**src/rtl/bus_pkg.sv**
```systemverilog
// bus_pkg: shared state encoding and index-width helper for the bus transfer controller.
package bus_pkg;
  typedef enum logic [1:0] {IDLE, DRIVE, LOAD} xfer_state_t;
  // One spare code beyond NSRC-1 so out-of-range source requests can be encoded and rejected
  function automatic int src_w(input int n);
    return $clog2(n + 1);
  endfunction
endpackage

```
**src/rtl/bus_src_mux.sv**
```systemverilog
// bus_src_mux: NSRC:1 bus source select; drives 0 when disabled or index out of range.
module bus_src_mux import bus_pkg::*; #(
  parameter int WIDTH = 8,
  parameter int NSRC  = 4,
  parameter int SW    = src_w(NSRC)
) (
  input  logic                  en_i,
  input  logic [SW-1:0]         sel_i,
  input  logic [NSRC*WIDTH-1:0] src_dat_i,
  output logic [WIDTH-1:0]      dat_o
);
  always_comb begin
    dat_o = '0;
    for (int k = 0; k < NSRC; k++)
      if (en_i && sel_i == SW'(k)) dat_o = src_dat_i[k*WIDTH +: WIDTH];
  end
endmodule

```
**src/rtl/bus_xfer_ctrl.sv**
```systemverilog
// bus_xfer_ctrl: drives the shared bus from one source and pulses destination WENs (settle then load).
// Define BUS_XFER_BYPASS_EN to drop the settle cycle (accept goes straight to LOAD).
module bus_xfer_ctrl import bus_pkg::*; #(
  parameter int WIDTH = 8,
  parameter int NSRC  = 4,
  parameter int NDST  = 4,
  parameter int SW    = src_w(NSRC)
) (
  input  logic                  CLK,
  input  logic                  nRST,
  input  logic                  req_valid,
  output logic                  req_ready,
  input  logic [SW-1:0]         req_src,
  input  logic [NDST-1:0]       req_dst_mask,
  input  logic [NSRC*WIDTH-1:0] src_dat,
  output logic [WIDTH-1:0]      bus_dat,
  output logic [NDST-1:0]       dst_wen,
  output logic                  done,
  output logic                  err
);
`ifdef BUS_XFER_BYPASS_EN
  localparam xfer_state_t GO = LOAD;
`else
  localparam xfer_state_t GO = DRIVE;
`endif
  xfer_state_t state_q, state_d;
  logic [SW-1:0] src_q;
  logic [NDST-1:0] mask_q;
  logic err_q, acc, bad;
  assign acc = req_valid & req_ready;
  assign bad = ~|req_dst_mask || req_src >= SW'(NSRC);
  always_ff @(posedge CLK or negedge nRST)
    if (!nRST) begin
      state_q <= IDLE;
      src_q   <= '0;
      mask_q  <= '0;
      err_q   <= 1'b0;
    end else begin
      state_q <= state_d;
      err_q   <= acc & bad;
      if (acc) begin
        src_q  <= req_src;
        mask_q <= req_dst_mask;
      end
    end
  // DRIVE never accepts, so only IDLE/LOAD can launch a new transfer
  always_comb
    state_d = state_q == DRIVE ? LOAD : (acc && !bad) ? GO : IDLE;
  always_comb begin
    req_ready = state_q != DRIVE;
    dst_wen   = state_q == LOAD ? mask_q : '0;
    done      = state_q == LOAD;
    err       = err_q;
  end
  bus_src_mux #(.WIDTH(WIDTH), .NSRC(NSRC), .SW(SW)) u_mux (
    .en_i      (state_q != IDLE),
    .sel_i     (src_q),
    .src_dat_i (src_dat),
    .dat_o     (bus_dat)
  );
endmodule

```
**config.mk**
```make
export PLATFORM = sky130hd
export DESIGN_NAME = bus_xfer_ctrl
export DESIGN_NICKNAME = d
export VERILOG_FILES = /design/src/rtl/bus_pkg.sv /design/src/rtl/bus_src_mux.sv /design/src/rtl/bus_xfer_ctrl.sv
export SDC_FILE = /design/constraint.sdc
export NUM_CORES = 1
export LEC_CHECK = 0
export ABC_AREA = 1
export CORE_MARGIN = 2
export CORE_UTILIZATION = 37
export CTS_BUF_LIST = sky130_fd_sc_hd__clkbuf_2 sky130_fd_sc_hd__clkbuf_4 sky130_fd_sc_hd__clkbuf_8
export CTS_CLUSTER_DIAMETER = 200
export DETAILED_ROUTE_END_ITERATION = 8
export GPL_TIMING_DRIVEN = 0
export PLACE_DENSITY = 0.95
export SYNTH_ARGS = -nofsm -noshare
export SYNTH_HDL_FRONTEND = slang
export SYNTH_SLANG_ARGS = --single-unit
```
**constraint.sdc**
```tcl
create_clock -name CLK -period 2.73 [get_ports CLK]
set_clock_uncertainty 0.15 [all_clocks]
set_input_delay 0.546 -clock CLK [delete_from_list [all_inputs] [get_ports CLK]]
set_output_delay 0.546 -clock CLK [all_outputs]
set_load 0.01 [all_outputs]
```
==> impl_metrics.ini, run 1 <==
[outcome]
status = completed

[critical_path]
reg2reg_to = mask_q[2]$_DFFE_PN0P_
reg2reg_slack_ps = 1580
cp-start-kind = register
critPathKind = reg2out
regToRegStartpoint = state_q[0]$_DFF_PN0_
worst_ep_required_time_ps = 2030
worstPathMaxFanout = 10
crit_arrival_ps = 1900
ff2ff_path_depth = 5
cp-end-kind = primary output

[synthesis]
synth_top_area_share_pct = 33.4
ys_warn_count = 0
yosysUniqueCellTypes = 15
syn_area_um2 = 748
avgSynthCellArea_um2 = 7.26
ys_ff_latch = 10
synth_fp_nets = 145
synthTopCellsByArea = dfrtp_1 (33%), nand4_1 (21%), nand3_1 (11%), inv_1 (6.0%), nand2_2 (4.2%)
synth_cells = 103
synth.largest_area_cell = dfrtp_1
ys_seq_area_share_pct = 33.4

[cts]
insertion_delay_ps = 270
clkTransAtPathRegs_ps = 60
clock_path_buffers = 2
cts_setup_buffers = 0
holdBufCountCts = 0
cts-root-buf = clkbuf_4
htreeDepth = 1
cts_tree = done
post_cts_resize_count = 0
cts.sinks = 10
cts_buffers = 3

[timing]
setup_viol = 0
finalHoldViolations = 0
timing.final.crit_period_ps = 2590
max_slew_margin_pct = 71.3
rsz0062_at_grt = false
tns_ps = 0
finalCritPeriodShare_pct = 95.0
max_freq_ghz = 0.386
worst_pin_slew_ps = 429
slew_violations = 0

[power_and_ir_drop]
p_leak_nw = 0.581
irDropWorstVdd_v = 0.000257
total_power_mw = 0.526
power_density_nw_per_um2 = 382

[worst_hold_path]
hp-start = mask_q[1]$_DFFE_PN0P_
hold_path.class = reg2reg
holdPathStages = 2
worstHoldEndpoint = mask_q[1]$_DFFE_PN0P_

[grt]
grt_max_degree = 11
grt_first_pass_wirelength_um = 4030
antenna_found_initial = 0
grt_pass1_vias = 969
grt_overflow = 0
grt_usage_pct = 21.5

[final_layout]
finalNetCount = 206
layout_common_cells = clkdlybuf4s50_1 (56), nand4_1 (25), nand3_1 (17), inv_1 (12), dfrtp_1 (10)
multi_input_area_um2 = 399
layout_commonest_cell = clkdlybuf4s50_1
antennaDiodeCount = 0
syn2layout_area_growth_pct = 84.3
fin_util_pct = 71.0
fin_cells = 190
fill_cells = 153
drive_above_1_share_pct = 12.9
seqCellArea_um2 = 250

[drt]
first_iter_violations = 43
drt-total-wl_um = 2560
wl_per_cell_um = 13.5
drtAntennaViolNets = 0
drc = 0
viasPerCell = 5.25
drtPass1Iterations = 4
vias = 997

[floorplanning]
fp.coreArea_um2 = 1940
fp.dieH_um = 49.0
num_io_pins = 57
rows = 16
dieArea_um2 = 2400
die_w_um = 49.0
start_util_pct = 38.5

[flow_run]
maxCapViolCount = 0

[place]
place.port_buffers = 56
place_inst = 186
gp_congestion = 0.841
dp_hpwl_um = 2100
## worst max-delay path, stage by stage, from the launching register on
cell	delay, ps
dfrtp_1	390
buf_6	150
nor2_2	280
nand4_1	160
nand4_1	120
clkdlybuf4s50_1	540
## Yosys cell counts
library cell and instances:
a21oi_1 2, buf_2 1, buf_4 2, buf_6 2
dfrtp_1 10, inv_1 12, inv_2 3, nand2_1 8
nand2_2 5, nand3_1 17, nand4_1 25, nor2_1 7
nor2_2 2, nor2_4 2, o21ai_1 5
## routing by layer
layer / GRT usage, % / up-vias / wire, um / part of all wire [%]
met1: 23.8 / 447 / 1060 / 41
met3: 5.52 / 5 / 289 / 11
li1: - / 486 / - / -
met4: 8.57 / 0 / 39 / 1.5
met2: 39.0 / 59 / 1170 / 46
met5: 0 / - / 0 / 0
## worst max-delay path by stage
stage,to,slack (ps),start
after global placement,bus_dat[1],280,src_dat[1]
after detailed placement,bus_dat[1],260,src_dat[1]
after floorplan,bus_dat[0],1080,src_q[0]$_DFFE_PN0P_
after CTS,bus_dat[1],150,src_q[0]$_DFFE_PN0P_
after global routing,bus_dat[2],70,src_q[0]$_DFFE_PN0P_
final,bus_dat[1],140,src_q[0]$_DFFE_PN0P_
## through the flow
step,instance area (um^2),hold WS [ps],setup WS [ps]
6_report,1380,353,136
5_1_grt,1380,378,74.5
4_1_cts,1380,358,149
3_5_place_dp,1340,343,261
3_3_place_gp,1340,330,281
2_1_floorplan,748,100,1080
## flip-flops by register name (all words and copies together) (netlist names)
signal,flops
err,1
mask_q,4
src_q,3
state_q,2
## layout make-up
type | count | area share (%)
sequential | 10 | 18.1
tap | 27 | 2.45
timing repair buffer | 56 | 40.7
clock buffer | 4 | 2.63
multi-input combinational | 73 | 28.9
buffer | 5 | 3.09
inverter | 15 | 4.08
## report_power, final
group	total [mW]	internal, mW	switching (mW)	leakage, nW
sequential	0.179	0.164	0.0157	0.124
combinational	0.212	0.115	0.0972	0.436
clock	0.135	0.0811	0.0537	0.0210
## cells by family after synthesis
group | count (synthesis) | synth area share (%)
buffers and inverters | 20 | 13.2
and+or+nand+nor | 66 | 48.7
DFF | 10 | 33.4
AOI/OAI and AO/OA | 7 | 4.68
No activity file was read; power rests on OpenSTA's default activity.
==> run 2: changes to the inputs <==
--- a/config.mk
+++ b/config.mk
@@ -12,7 +12,7 @@
 export CTS_CLUSTER_DIAMETER = 200
 export DETAILED_ROUTE_END_ITERATION = 8
 export GPL_TIMING_DRIVEN = 0
-export PLACE_DENSITY = 0.95
+export PLACE_DENSITY = 0.87
 export SYNTH_ARGS = -nofsm -noshare
 export SYNTH_HDL_FRONTEND = slang
 export SYNTH_SLANG_ARGS = --single-unit
==> impl_metrics.ini, run 2 (synthesized netlist as in run 1, its figures left out) <==
[final_layout]
final_cell_area_um2 = 1370
layout_common_cells = clkdlybuf4s50_1 (56), nand4_1 (25), nand3_1 (17), inv_1 (12), dfrtp_1 (10)
syn2layout_area_growth_pct = 82.4
antennaDiodeCount = 0
regMostFlops = mask_q
fin_util_pct = 70.3
reg_top3 = mask_q (4), src_q (3), state_q (2)
drive_above_1_share_pct = 12.3
largest_reg_flops = 4
layout_commonest_cell = clkdlybuf4s50_1
finalNetCount = 206

[drt]
viasPerCell = 5.17
drc = 0
wl_per_cell_um = 13.0
drtPass1Iterations = 4
drt-total-wl_um = 2460
vias = 977
first_iter_violations = 14
drtAntennaViolNets = 0

[critical_path]
cp-end-kind = primary output
reg2reg_to = src_q[0]$_DFFE_PN0P_
ff2ff_path_depth = 4
worstPathMaxFanout = 8
worst_ep_required_time_ps = 2030
critPathKind = reg2out
regToRegStartpoint = state_q[0]$_DFF_PN0_
cp-start-kind = register
reg2reg_slack_ps = 1580
crit_arrival_ps = 1890

[grt]
grt_first_pass_wirelength_um = 4080
grt_usage_pct = 21.7
grt_max_degree = 11
antenna_found_initial = 0
grt_pass1_vias = 948
grt_overflow = 0

[flow_run]
maxCapViolCount = 0

[outcome]
status = completed

[cts]
holdBufCountCts = 0
cts-root-buf = clkbuf_4
cts_setup_buffers = 0
cts.sinks = 10
cts_tree = done
cts_buffers = 3
clock_path_buffers = 2
insertion_delay_ps = 260
clkTransAtPathRegs_ps = 60
htreeDepth = 1
post_cts_resize_count = 0

[power_and_ir_drop]
total_power_mw = 0.487
irDropWorstVdd_v = 0.000252
p_leak_nw = 0.574
power_density_nw_per_um2 = 356

[timing]
setup_viol = 0
finalHoldViolations = 0
max_slew_margin_pct = 71.2
finalCritPeriodShare_pct = 94.8
max_freq_ghz = 0.387
worst_pin_slew_ps = 431
timing.final.crit_period_ps = 2590
tns_ps = 0
rsz0062_at_grt = false
slew_violations = 0

[floorplanning]
fp.dieH_um = 49.0
num_io_pins = 57
dieArea_um2 = 2400
rows = 16
start_util_pct = 38.5
die_w_um = 49.0
fp.coreArea_um2 = 1940

[worst_hold_path]
worstHoldEndpoint = mask_q[1]$_DFFE_PN0P_
hold_path.class = reg2reg
hp-start = mask_q[1]$_DFFE_PN0P_
holdPathStages = 2

[place]
place_area_um2 = 1340
place.port_buffers = 56
gp_congestion = 0.789
dp_hpwl_um = 2000
## run 2: where the power goes
group / internal, mW / total, mW / switching (mW) / leakage [nW]
Clock: 0.0506 / 0.0955 / 0.0449 / 0.0138
Sequential: 0.164 / 0.179 / 0.0153 / 0.124
Combinational: 0.115 / 0.212 / 0.0974 / 0.436
Total: 0.329 / 0.487 / 0.158 / 0.574
## run 2: worst max-delay path by stage
stage / startpoint / end / slack [ps] / depth (start not counted)
3_3_place_gp: src_dat[1] / bus_dat[1] / 280 / 4
6_report: src_q[2]$_DFFE_PN0P_ / bus_dat[2] / 140 / 4
2_1_floorplan: src_q[0]$_DFFE_PN0P_ / bus_dat[0] / 1080 / 4
5_1_grt: src_q[2]$_DFFE_PN0P_ / bus_dat[2] / 70 / 4
4_1_cts: src_q[2]$_DFFE_PN0P_ / bus_dat[2] / 150 / 4
3_5_place_dp: src_dat[5] / bus_dat[5] / 250 / 4
## run 2: final cells by class
| type | count | area (um^2) |
|---|---|---|
| well taps | 27 | 33.8 |
| plain buffers | 5 | 42.5 |
| inverters | 15 | 56.3 |
| multi-input cells | 73 | 399 |
| clock buffers | 3 | 22.5 |
| repair buffers | 56 | 561 |
| fillers | 177 | 577 |
| flip-flops and latches | 10 | 250 |
## run 2: layer usage
metal  routed length (um)  part of all wire, %  GRT usage (%)
met1                 1080                   44           26.3
met2                 1110                   45           36.5
met3                  249                   10           4.60
met4                   27                  1.1           10.5
met5                    0                    0              0
## run 2: critical path, stage by stage, from the launching register on
cell             delay (ps)
dfrtp_1                 480
nor2_2                  330
nand4_1                 140
nand4_1                 130
clkdlybuf4s50_1         540
## run 2: through the flow
stage	hold slack (ps)	cells	setup slack, ps
3_3_place_gp	327	186	283
2_1_floorplan	100	103	1080
4_1_cts	349	189	148
3_5_place_dp	335	186	249
5_1_grt	384	189	66.0
6_report	347	189	143
==> run 3: changes to the inputs <==
--- a/config.mk
+++ b/config.mk
@@ -16,3 +16,4 @@
 export SYNTH_ARGS = -nofsm -noshare
 export SYNTH_HDL_FRONTEND = slang
 export SYNTH_SLANG_ARGS = --single-unit
+export TNS_END_PERCENT = 30
==> results of run 3 <==
Same layout as run 2: the final DEF is identical, and so are final timing and power.
